## src/rtl/cmd_physical_pkg.sv

```systemverilog
// Shared definitions for the SD CMD-line engine: states, frame geometry, CRC7 step.
// Purely combinational helpers; no timing or backpressure of its own.
package cmd_physical_pkg;

  typedef enum logic [2:0] {
    IDLE,
    LOAD,
    SEND,
    WAIT_RESP,
    RECEIVE,
    HANDOFF,
    TIMEOUT
  } state_e;

  localparam int FRAME_W       = 48;
  localparam int CMD_W         = 38;
  localparam int CRC_W         = 7;
  localparam int HDR_W         = FRAME_W - CRC_W - 1;
  localparam int START_BIT_POS = 47;
  localparam int TX_BIT_POS    = 46;
  localparam logic [CRC_W-1:0] CRC7_POLY = 7'h09;

  // Header bits [47:8] of a command frame, returned right-aligned.
  function automatic logic [HDR_W-1:0] make_hdr(input logic [CMD_W-1:0] cmd);
    logic [HDR_W-1:0] h;
    h = {2'b00, cmd};
    h[START_BIT_POS-CRC_W-1] = 1'b0;
    h[TX_BIT_POS-CRC_W-1]    = 1'b1;
    return h;
  endfunction

  function automatic logic [CRC_W-1:0] crc7_step(input logic [CRC_W-1:0] c, input logic b);
    logic fb;
    fb = b ^ c[CRC_W-1];
    return {c[CRC_W-2:0], 1'b0} ^ (fb ? CRC7_POLY : {CRC_W{1'b0}});
  endfunction

endpackage

```

## src/rtl/cmd_physical_if.sv

```systemverilog
// Master-stage and CMD-pin signals of cmd_physical; the master modport is the requester side.
interface cmd_physical_if;
  logic        REQ_in;
  logic        ACK_in;
  logic [37:0] cmd_to_physical;
  logic        cmd_pin_in;
  logic        cmd_pin_out;
  logic        cmd_pin_oe;
  logic        ACK_out;
  logic        REQ_out;
  logic [47:0] cmd_response;
  logic        timeout_error;
  logic        crc_error;
  logic        physical_inactive;

  modport master (
    output REQ_in, ACK_in, cmd_to_physical, cmd_pin_in,
    input  cmd_pin_out, cmd_pin_oe, ACK_out, REQ_out, cmd_response,
           timeout_error, crc_error, physical_inactive
  );

  modport slave (
    input  REQ_in, ACK_in, cmd_to_physical, cmd_pin_in,
    output cmd_pin_out, cmd_pin_oe, ACK_out, REQ_out, cmd_response,
           timeout_error, crc_error, physical_inactive
  );
endinterface

```

## src/rtl/cmd_physical_crc7_serial.sv

```systemverilog
// Serial CRC7 (x^7+x^3+1), one bit per enabled clock; result valid the cycle after the last bit.
// No backpressure: clear wins over enable.
module crc7_serial
  import cmd_physical_pkg::*;
(
  input  logic             clk,
  input  logic             rst,
  input  logic             clear,
  input  logic             enable,
  input  logic             bit_in,
  output logic [CRC_W-1:0] crc
);

  logic [CRC_W-1:0] crc_q, crc_d;

  always_comb begin
    crc_d = crc_q;
    if (clear) begin
      crc_d = '0;
    end else if (enable) begin
      crc_d = crc7_step(crc_q, bit_in);
    end
  end

  always_ff @(posedge clk) begin
    if (rst) begin
      crc_q <= '0;
    end else begin
      crc_q <= crc_d;
    end
  end

  assign crc = crc_q;

endmodule

```

## src/rtl/cmd_physical.sv

```systemverilog
// SD CMD-line engine: 48-bit command out, 48-bit response in, REQ/ACK handoff to the master (held until ACK_in or REQ_in drop).
// Optional CMD_PHY_RESP_CRC_CHECK_EN adds response CRC7 checking; otherwise crc_error is tied low.
module cmd_physical
  import cmd_physical_pkg::*;
#(
  parameter int unsigned TIMEOUT_CYCLES = 64
) (
  input  logic           CLK_SD_card,
  input  logic           reset,
  cmd_physical_if.slave  bus
);

  localparam logic [6:0] TO_LIM = 7'(TIMEOUT_CYCLES);

  state_e               state_q, state_d;
  logic [5:0]           bit_cnt_q, bit_cnt_d;
  logic [6:0]           wait_cnt_q, wait_cnt_d;
  logic [HDR_W-1:0]     tx_shift_q, tx_shift_d;
  logic [FRAME_W-2:0]   rx_shift_q, rx_shift_d;
  logic [FRAME_W-1:0]   resp_q, resp_d;

  logic [CRC_W-1:0]     tx_crc;
  logic                 tx_crc_clr, tx_crc_en;
  logic [5:0]           tx_pos;
  logic [2:0]           crc_sel;
  logic                 pin_out;
  logic [6:0]           wait_inc;

  always_comb begin
    state_d    = state_q;
    bit_cnt_d  = bit_cnt_q;
    wait_cnt_d = wait_cnt_q;
    tx_shift_d = tx_shift_q;
    rx_shift_d = rx_shift_q;
    resp_d     = resp_q;
    tx_crc_clr = 1'b0;
    tx_crc_en  = 1'b0;
    pin_out    = 1'b1;
    tx_pos     = 6'(START_BIT_POS) - bit_cnt_q;
    crc_sel    = 3'(tx_pos - 6'd1);
    wait_inc   = wait_cnt_q + 7'd1;

    case (state_q)
      IDLE: begin
        if (bus.REQ_in) state_d = LOAD;
      end
      LOAD: begin
        tx_shift_d = make_hdr(bus.cmd_to_physical);
        bit_cnt_d  = '0;
        wait_cnt_d = '0;
        tx_crc_clr = 1'b1;
        state_d    = SEND;
      end
      SEND: begin
        // Bit position walks 47..0: header from the shifter, then CRC, then end bit.
        if (tx_pos > 6'(CRC_W)) begin
          pin_out    = tx_shift_q[HDR_W-1];
          tx_shift_d = {tx_shift_q[HDR_W-2:0], 1'b0};
          tx_crc_en  = 1'b1;
        end else if (tx_pos != 6'd0) begin
          pin_out = tx_crc[crc_sel];
        end
        bit_cnt_d = bit_cnt_q + 6'd1;
        if (bit_cnt_q == 6'(FRAME_W-1)) begin
          bit_cnt_d  = '0;
          wait_cnt_d = 7'd1;
          state_d    = WAIT_RESP;
        end
      end
      WAIT_RESP: begin
        wait_cnt_d = wait_inc;
        if (!bus.cmd_pin_in) begin
          rx_shift_d = {{(FRAME_W-2){1'b0}}, bus.cmd_pin_in};
          bit_cnt_d  = '0;
          wait_cnt_d = '0;
          state_d    = RECEIVE;
        end else if (wait_inc == TO_LIM) begin
          wait_cnt_d = '0;
          state_d    = TIMEOUT;
        end
      end
      RECEIVE: begin
        rx_shift_d = {rx_shift_q[FRAME_W-3:0], bus.cmd_pin_in};
        bit_cnt_d  = bit_cnt_q + 6'd1;
        if (bit_cnt_q == 6'(FRAME_W-2)) begin
          resp_d    = {rx_shift_q, bus.cmd_pin_in};
          bit_cnt_d = '0;
          state_d   = HANDOFF;
        end
      end
      HANDOFF: begin
        if (bus.ACK_in || !bus.REQ_in) state_d = IDLE;
      end
      TIMEOUT: begin
        if (!bus.REQ_in) state_d = IDLE;
      end
      default: state_d = IDLE;
    endcase
  end

  always_ff @(posedge CLK_SD_card) begin
    if (reset) begin
      state_q    <= IDLE;
      bit_cnt_q  <= '0;
      wait_cnt_q <= '0;
      tx_shift_q <= '0;
      rx_shift_q <= '0;
      resp_q     <= '0;
    end else begin
      state_q    <= state_d;
      bit_cnt_q  <= bit_cnt_d;
      wait_cnt_q <= wait_cnt_d;
      tx_shift_q <= tx_shift_d;
      rx_shift_q <= rx_shift_d;
      resp_q     <= resp_d;
    end
  end

  crc7_serial u_tx_crc (
    .clk    (CLK_SD_card),
    .rst    (reset),
    .clear  (tx_crc_clr),
    .enable (tx_crc_en),
    .bit_in (tx_shift_q[HDR_W-1]),
    .crc    (tx_crc)
  );

`ifdef CMD_PHY_RESP_CRC_CHECK_EN
  logic [CRC_W-1:0] rx_crc;
  logic             rx_crc_clr, rx_crc_en;
  logic             crc_error_q, crc_error_d;

  // Covers the start bit seen in WAIT_RESP plus the next 39 bits, i.e. [47:8].
  always_comb begin
    rx_crc_clr  = (state_q == LOAD);
    rx_crc_en   = ((state_q == WAIT_RESP) && !bus.cmd_pin_in) ||
                  ((state_q == RECEIVE) && (bit_cnt_q < 6'(HDR_W-1)));
    crc_error_d = crc_error_q;
    if (state_d == IDLE) begin
      crc_error_d = 1'b0;
    end else if ((state_q == RECEIVE) && (bit_cnt_q == 6'(FRAME_W-2))) begin
      crc_error_d = (rx_crc != rx_shift_q[CRC_W-1:0]);
    end
  end

  always_ff @(posedge CLK_SD_card) begin
    if (reset) begin
      crc_error_q <= 1'b0;
    end else begin
      crc_error_q <= crc_error_d;
    end
  end

  crc7_serial u_rx_crc (
    .clk    (CLK_SD_card),
    .rst    (reset),
    .clear  (rx_crc_clr),
    .enable (rx_crc_en),
    .bit_in (bus.cmd_pin_in),
    .crc    (rx_crc)
  );

  assign bus.crc_error = crc_error_q;
`else
  assign bus.crc_error = 1'b0;
`endif

  assign bus.cmd_pin_out       = pin_out;
  assign bus.cmd_pin_oe        = (state_q == SEND);
  assign bus.ACK_out           = (state_q == SEND) || (state_q == WAIT_RESP) || (state_q == RECEIVE);
  assign bus.REQ_out           = (state_q == HANDOFF);
  assign bus.timeout_error     = (state_q == TIMEOUT);
  assign bus.physical_inactive = (state_q == IDLE);
  assign bus.cmd_response      = resp_q;

endmodule

```

## src/flat_wrapper.sv

```systemverilog
// flat-port wrapper written by rule: the top's interface ports become plain ports
module cmd_physical_flat import cmd_physical_pkg::*;
#(
  parameter int unsigned TIMEOUT_CYCLES = 64
)
  (CLK_SD_card, reset, bus_REQ_in, bus_ACK_in, bus_cmd_to_physical, bus_cmd_pin_in, bus_cmd_pin_out, bus_cmd_pin_oe, bus_ACK_out, bus_REQ_out, bus_cmd_response, bus_timeout_error, bus_crc_error, bus_physical_inactive);
  cmd_physical_if bus_i ();
  input  logic CLK_SD_card;
  input  logic reset;
  input wire logic [$bits(bus_i.REQ_in)-1:0] bus_REQ_in;
  input wire logic [$bits(bus_i.ACK_in)-1:0] bus_ACK_in;
  input wire logic [$bits(bus_i.cmd_to_physical)-1:0] bus_cmd_to_physical;
  input wire logic [$bits(bus_i.cmd_pin_in)-1:0] bus_cmd_pin_in;
  output wire logic [$bits(bus_i.cmd_pin_out)-1:0] bus_cmd_pin_out;
  output wire logic [$bits(bus_i.cmd_pin_oe)-1:0] bus_cmd_pin_oe;
  output wire logic [$bits(bus_i.ACK_out)-1:0] bus_ACK_out;
  output wire logic [$bits(bus_i.REQ_out)-1:0] bus_REQ_out;
  output wire logic [$bits(bus_i.cmd_response)-1:0] bus_cmd_response;
  output wire logic [$bits(bus_i.timeout_error)-1:0] bus_timeout_error;
  output wire logic [$bits(bus_i.crc_error)-1:0] bus_crc_error;
  output wire logic [$bits(bus_i.physical_inactive)-1:0] bus_physical_inactive;
  assign bus_i.REQ_in = bus_REQ_in;
  assign bus_i.ACK_in = bus_ACK_in;
  assign bus_i.cmd_to_physical = bus_cmd_to_physical;
  assign bus_i.cmd_pin_in = bus_cmd_pin_in;
  assign bus_cmd_pin_out = bus_i.cmd_pin_out;
  assign bus_cmd_pin_oe = bus_i.cmd_pin_oe;
  assign bus_ACK_out = bus_i.ACK_out;
  assign bus_REQ_out = bus_i.REQ_out;
  assign bus_cmd_response = bus_i.cmd_response;
  assign bus_timeout_error = bus_i.timeout_error;
  assign bus_crc_error = bus_i.crc_error;
  assign bus_physical_inactive = bus_i.physical_inactive;
  cmd_physical #(.TIMEOUT_CYCLES(TIMEOUT_CYCLES)) u_core (.CLK_SD_card(CLK_SD_card), .reset(reset), .bus(bus_i));
endmodule
```

## config.mk

```make
export PLATFORM = sky130hd
export DESIGN_NAME = cmd_physical_flat
export DESIGN_NICKNAME = d
export VERILOG_FILES = /design/src/rtl/cmd_physical_pkg.sv /design/src/rtl/cmd_physical_if.sv /design/src/rtl/cmd_physical_crc7_serial.sv /design/src/rtl/cmd_physical.sv /design/src/flat_wrapper.sv
export SDC_FILE = /design/constraint.sdc
export NUM_CORES = 1
export LEC_CHECK = 0
export CAP_MARGIN = 25
export CELL_PAD_IN_SITES_DETAIL_PLACEMENT = 1
export CELL_PAD_IN_SITES_GLOBAL_PLACEMENT = 1
export CORE_UTILIZATION = 40
export DETAILED_ROUTE_END_ITERATION = 12
export PLACE_DENSITY = 0.8
export SYNTH_ARGS = -nofsm -noshare
export SYNTH_HDL_FRONTEND = slang
export SYNTH_HIERARCHICAL = 1
export SYNTH_SLANG_ARGS = --single-unit
```

## constraint.sdc

```tcl
create_clock -name CLK_SD_card -period 2.2 [get_ports CLK_SD_card]
set_input_delay 0.33 -clock CLK_SD_card [delete_from_list [all_inputs] [get_ports CLK_SD_card]]
set_output_delay 0.33 -clock CLK_SD_card [all_outputs]
set_load 0.02 [all_outputs]
```

### Word-level counts from Yosys, hierarchy flattened

Cells that the tools add are included.

* add/sub/neg operators: 4
* $lt $le $gt $ge: 2
* equal/unequal tests: 17
* mux-type cells: 29
* bitwise logic cells: 2
* reduce and logical (&&, ||, !) cells: 17

Operator list (count)
* one-hot mux 47 bit (2 select lines): 1
* one-hot mux 40 bit (2 select lines): 1
* 2-to-1 mux 47 bit: 1
* 2-to-1 mux 40 bit: 1
* one-hot mux 6 bit (4 select lines): 1
* 2-to-1 mux 3 bit: 7
* 2-to-1 mux 7 bit: 3
* one-hot mux 3 bit (7 select lines): 1
* one-hot mux 7 bit (3 select lines): 1
* 2-to-1 mux 6 bit: 3
* == test 6 bit (second input constant): 2
* AND reduction 2 bit: 5
* == test 3 bit (second input constant): 3
* != test 2 x 1 -> 1 bit (second input constant): 4
* adder 7 x 1 -> 7 bit (second input constant): 1
* == test 7 bit (second input constant): 1
* 2-to-1 mux 1 bit: 7
* XOR 7 x 4 -> 7 bit: 1
* adder 6 x 1 -> 6 bit (second input constant): 1
* == test 3 x 2 -> 1 bit (second input constant): 2
* greater-than comparator 6 x 3 -> 1 bit (second input constant): 1
* != test 2 bit (second input constant): 3
* AND reduction 6 bit: 1
* nonzero test 6 bit: 1
* other kinds (15): 18

* register bits: 158
* input port bits: 43

### Logic depth before layout (Yosys ltp)

* word-level depth: 7
* gate-level depth with buffers: 9
* depth with buffers taken out: 7

### By module

Netlist, hierarchy kept.

By module, submodules not included
* cmd_physical: instances 1, cells each 735, area an instance 6099.6 um^2
* crc7_serial: instances 1, cells each 28, area an instance 276.5 um^2

### Worst setup path after synthesis

No wires, ideal clock.

* path type: register to output
* start point: register u_core.bit_cnt_q[0]
* end point: output port bus_cmd_pin_out
* arrival: 1.866 ns
* data required time: 1.870 ns
* setup slack: 0.004 ns
* cell stages (with the launch flop): 7
* path buffers: 0
* cell sequence: dfxtp_1 inv_1 ha_1 mux4_2 nor2b_1 o31a_1 o21ai_0

* longest elaborated chain between the ends: 7
* elaborated cells on any way between the ends: 9
* those cells by class: add/sub: 2; order compare: 1; mux: 5; reduce/logical: 1

RTL lines
* start: declaration: RTL line cmd_physical.sv:16 `logic [5:0] bit_cnt_q, bit_cnt_d;`
* start signal: assignment: RTL line cmd_physical.sv:111 `bit_cnt_q <= bit_cnt_d;`
* subtractor 6 bit (*): RTL line cmd_physical.sv:39 `tx_pos = 6'(START_BIT_POS) - bit_cnt_q;`
* subtractor 3 x 1 -> 3 bit: RTL line cmd_physical.sv:40 `crc_sel = 3'(tx_pos - 6'd1);`
* binary-select mux 1 bit (select 3 bit): RTL line cmd_physical.sv:61 `pin_out = tx_crc[crc_sel];`
* 2-to-1 mux 1 bit (not written as such): RTL line cmd_physical.sv:61
* 2-to-1 mux 1 bit: RTL line cmd_physical.sv:60 `end else if (tx_pos != 6'd0) begin`
* 2-to-1 mux 1 bit (*): RTL line cmd_physical.sv:56 `if (tx_pos > 6'(CRC_W)) begin`
* 2-to-1 mux 1 bit (*): RTL line cmd_physical.sv:43 `case (state_q)`
* end: declaration: RTL line flat_wrapper.sv:14 `output wire logic [$bits(bus_i.cmd_pin_out)-1:0] bus_cmd_pin_out;`

Mark *: on every way between the ends. The rest lies on a longest branch, timed or not. The select of a mux whose other input is x is not followed.

### Worst setup path after layout

* start point: register u_core.bit_cnt_q[1]
* end point: output port bus_cmd_pin_out

The elaborated chain is that of the path after synthesis.

==> flow_metrics.py <==
metrics = {
    "run_status": {
        "status": "complete, but fails checks",
        "failed_checks": "setup timing",
    },
    "timing": {
        "finClkSkew_ns": 0.01203,
        "fmax_mhz": 439.4,
        "slew_headroom_pct": 46.53,
        "setup_viol": 1,
        "min_period_ns": 2.276,
        "whs_ns": 0.2246,
        "hold_viol": 0,
        "rsz0062_at_grt": "true",
        "tightest_slew_ns": 0.8020,
        "drv_slew": 0,
        "timing.final.ws_setup_ns": -0.07581,
        "finalCritPeriodShare_pct": 103.4,
    },
    "synth": {
        "synthArstFlopShare_pct": 0,
        "yosys.area_share.simple_pct": 22.94,
        "syn_inst": 763,
        "synth_area_mm2": 0.006376,
        "syn_area_per_cell_um2": 8.357,
        "muxShareOfSynthArea_pct": 1.452,
        "ys_ff_latch": 158,
        "synth_cell_type_count": 58,
        "synth_edf_count": 0,
        "synth_compound_area_share_pct": 19.66,
        "synthesis.nets": 810,
        "synth_ff_type": "dfxtp_1",
        "yosys.area_share.adder_pct": 0.7849,
        "synth_top_family_by_area": "simple AND/OR/NAND/NOR gates",
        "synthXorXnorAreaFrac_pct": 0.8242,
        "synth-warning-count": 6,
        "ys_seq_area_share_pct": 49.61,
    },
    "worst_setup_path": {
        "critPathMaxFanout": 4,
        "crit_path_start_kind": "flop",
        "ff2ff_path_depth": 5,
        "crit_type": "flop to output pin",
        "crit_start": "u_core/bit_cnt_q[1]",
        "crit_path_end_kind": "output pin",
        "r2r-start": "u_core/state_q[2]",
        "required_ns": 1.87,
        "cp.arrival_ns": 1.95,
    },
    "detailed_routing": {
        "first_pass_iters": 4,
        "vias": 5659,
        "dr.first_iter.drc_count": 362,
        "viasPerCell": 5.299,
        "ant_nets": 0,
        "wl_mm": 16.80,
        "drc_errors": 0,
        "wl_per_cell_um": 15.73,
    },
    "floorplanning": {
        "placementRows": 45,
        "start_util_pct": 41.48,
        "core_area_mm2": 0.01537,
        "dieArea_mm2": 0.01645,
        "die_x_um": 128.3,
        "die_y_um": 128.3,
        "num_io_pins": 98,
    },
    "power_and_ir_drop": {
        "sw_frac_of_total_pct": 32.97,
        "switching_power_mw": 2.914,
        "p_leak_nw": 2.903,
        "intPower_mw": 5.923,
        "comb_power_share_pct": 28.0,
        "vdd_drop_max_mv": 0.5797,
        "p_clk_share_pct": 32.4,
        "p_per_area_mw_per_mm2": 1082,
        "power.total_mw": 8.837,
        "p_seq_share_pct": 39.6,
    },
    "placed_design": {
        "dp_hpwl_mm": 10.58,
        "post_dp_cell_area_mm2": 0.007567,
        "gp_congestion": 0.7789,
        "port_buffers": 96,
    },
    "final_layout": {
        "post-route-util_pct": 53.15,
        "diodes": 0,
        "stdcell_area_mm2": 0.008169,
        "areaGrowthSynthToFinish_pct": 28.12,
        "fin_nets": 891,
        "drive_gt1_share_pct": 9.918,
    },
    "clock_tree": {
        "cts.sinks": 158,
        "numCtsBuffers": 17,
        "htree_levels": 4,
        "path_clk_slew_ns": 0.06,
        "clock_latency_ns": 0.42,
        "cts_setup_buffers": 0,
        "ctsHoldBuffers": 0,
        "max-clock-path-buffers": 2,
        "cts_root_buffer": "clkbuf_16",
        "cts_tree": "yes",
    },
    "grt": {
        "grtUsageTotal_pct": 20.96,
        "grt_pass1_wl_mm": 27.78,
        "antenna_found_initial": 0,
        "globalRouteOverflowTotal": 0,
        "grt_pass1_vias": 5775,
        "grt_max_degree": 75,
    },
    "hold_path": {
        "holdPathStages": 2,
        "hp-start": "reset",
        "hold_class": "primary input to flop",
    },
    "flow_run": {
        "drv_cap": 0,
    },
}
-- worst max-delay path, cell delays in order (launching register included) --
cell      delay [ns]
dfxtp_2         0.35
inv_2           0.06
ha_4            0.29
mux2i_1         0.20
nor2_1          0.06
a311oi_1        0.20
o31a_1          0.15
o21ai_1         0.05
buf_2           0.16
-- cell usage in the layout (no fill, tap or decap), types with 3 or more instances in the layout --
| cell | netlist | final |
|---|---|---|
| nor3_1 | 10 | 8 |
| buf_12 | 0 | 3 |
| inv_1 | 5 | 3 |
| a311oi_1 | 30 | 30 |
| nand2_1 | 185 | 185 |
| mux2i_1 | 7 | 7 |
| and3b_1 | 3 | 3 |
| a22oi_1 | 49 | 49 |
| a311oi_2 | 10 | 10 |
| a21oi_1 | 58 | 58 |
| nand3_1 | 5 | 5 |
| clkbuf_1 | 34 | 5 |
| clkinv_4 | 0 | 4 |
| nand4_1 | 3 | 3 |
| nor2_1 | 114 | 113 |
| clkdlybuf4s50_1 | 0 | 89 |
| o21ai_0 | 7 | 5 |
| dfxtp_1 | 158 | 156 |
| ha_1 | 4 | 3 |
| nor2_4 | 1 | 3 |
| buf_4 | 2 | 24 |
| clkbuf_16 | 0 | 17 |
| xnor2_1 | 3 | 3 |
| xor2_1 | 3 | 3 |
| nand3b_1 | 3 | 3 |
-- cells in the mapped netlist, types with 3 or more instances --
master | instances | area share [%]
mux2i_1 | 7 | 1.1
ha_1 | 4 | 0.78
clkbuf_1 | 34 | 2.0
nand3_1 | 5 | 0.39
xnor2_1 | 3 | 0.41
nor2_1 | 114 | 6.7
nor3_1 | 10 | 0.78
dfxtp_1 | 158 | 50
buf_2 | 22 | 1.7
and3b_1 | 3 | 0.41
a21oi_1 | 58 | 4.6
nand3b_1 | 3 | 0.35
xor2_1 | 3 | 0.41
a22oi_1 | 49 | 5.8
inv_1 | 5 | 0.29
o21ai_0 | 7 | 0.55
a311oi_2 | 10 | 2.4
nand2_1 | 185 | 11
a311oi_1 | 30 | 4.1
nand4_1 | 3 | 0.29
-- power groups by stage --
stage          clock, mW  combinational [mW]  sequential, mW
2_1_floorplan          0                1.82            3.50
3_3_place_gp           0                2.31            3.52
3_5_place_dp           0                2.45            3.54
4_1_cts             2.93                2.47            3.49
5_1_grt             3.05                2.74            3.55
6_report            2.86                2.48            3.50
-- metrics by stage --
step	std cells	setup WS, ns	TNS [ns]
floorplan	763	0.003778	0
global placement	1035	-0.1523	-0.1523
detailed placement	1035	-0.2243	-0.2958
CTS	1067	-0.1392	-0.1392
global route	1068	-0.1862	-0.1862
finish	1068	-0.07581	-0.07581
-- metal layers --
layer  GRT usage [%]  routed length [um]
met5               0                   0
met2           36.18                8428
met1           26.14                7787
met3           4.508                 452
met4           6.090                 133
-- cell type report --
| type | count | area (um2) |
|---|---|---|
| Clock buffer | 23 | 457.9 |
| Sequential cell | 158 | 3166 |
| Timing Repair Buffer | 122 | 1189 |
| Multi-Input combinational cell | 540 | 2962 |
| Inverter | 5 | 18.77 |
| Tap cell | 211 | 264.0 |
| Clock inverter | 9 | 112.6 |
| Fill cell | 1801 | 7202 |
-- registers in the layout, indices dropped and copies added (netlist names) --
name,count
u_core/state_q,3
u_core/bus.cmd_response,48
u_core/u_tx_crc/crc,7
u_core/wait_cnt_q,7
u_core/tx_shift_q,40
u_core/bit_cnt_q,6
u_core/rx_shift_q,47
-- cell families after synthesis --
kind of cell	Yosys count
compound gates	172
simple gates	348
fa+ha+maj	4
xor+xnor	6
flops	158
mux	8
buf+inv	66
other cells	1
-- final timing paths --
check	slack [ns]	end
setup / recovery	-0.08	bus_cmd_pin_out
hold / removal	0.22	u_core/wait_cnt_q[6]
setup reg to reg	0.17	u_core/bus.cmd_response[43]
hold reg to reg	0.46	u_core/bus.cmd_response[35]
-- repair_timing --
| item | in CTS | in global routing |
|---|---|---|
| pin swaps | 1 | 1 |
| gates resized for setup | 12 | 9 |
| cloned | 0 | 1 |
| setup endpoints to repair | 4 | 50 |
(Power assumes the default switching activity.)
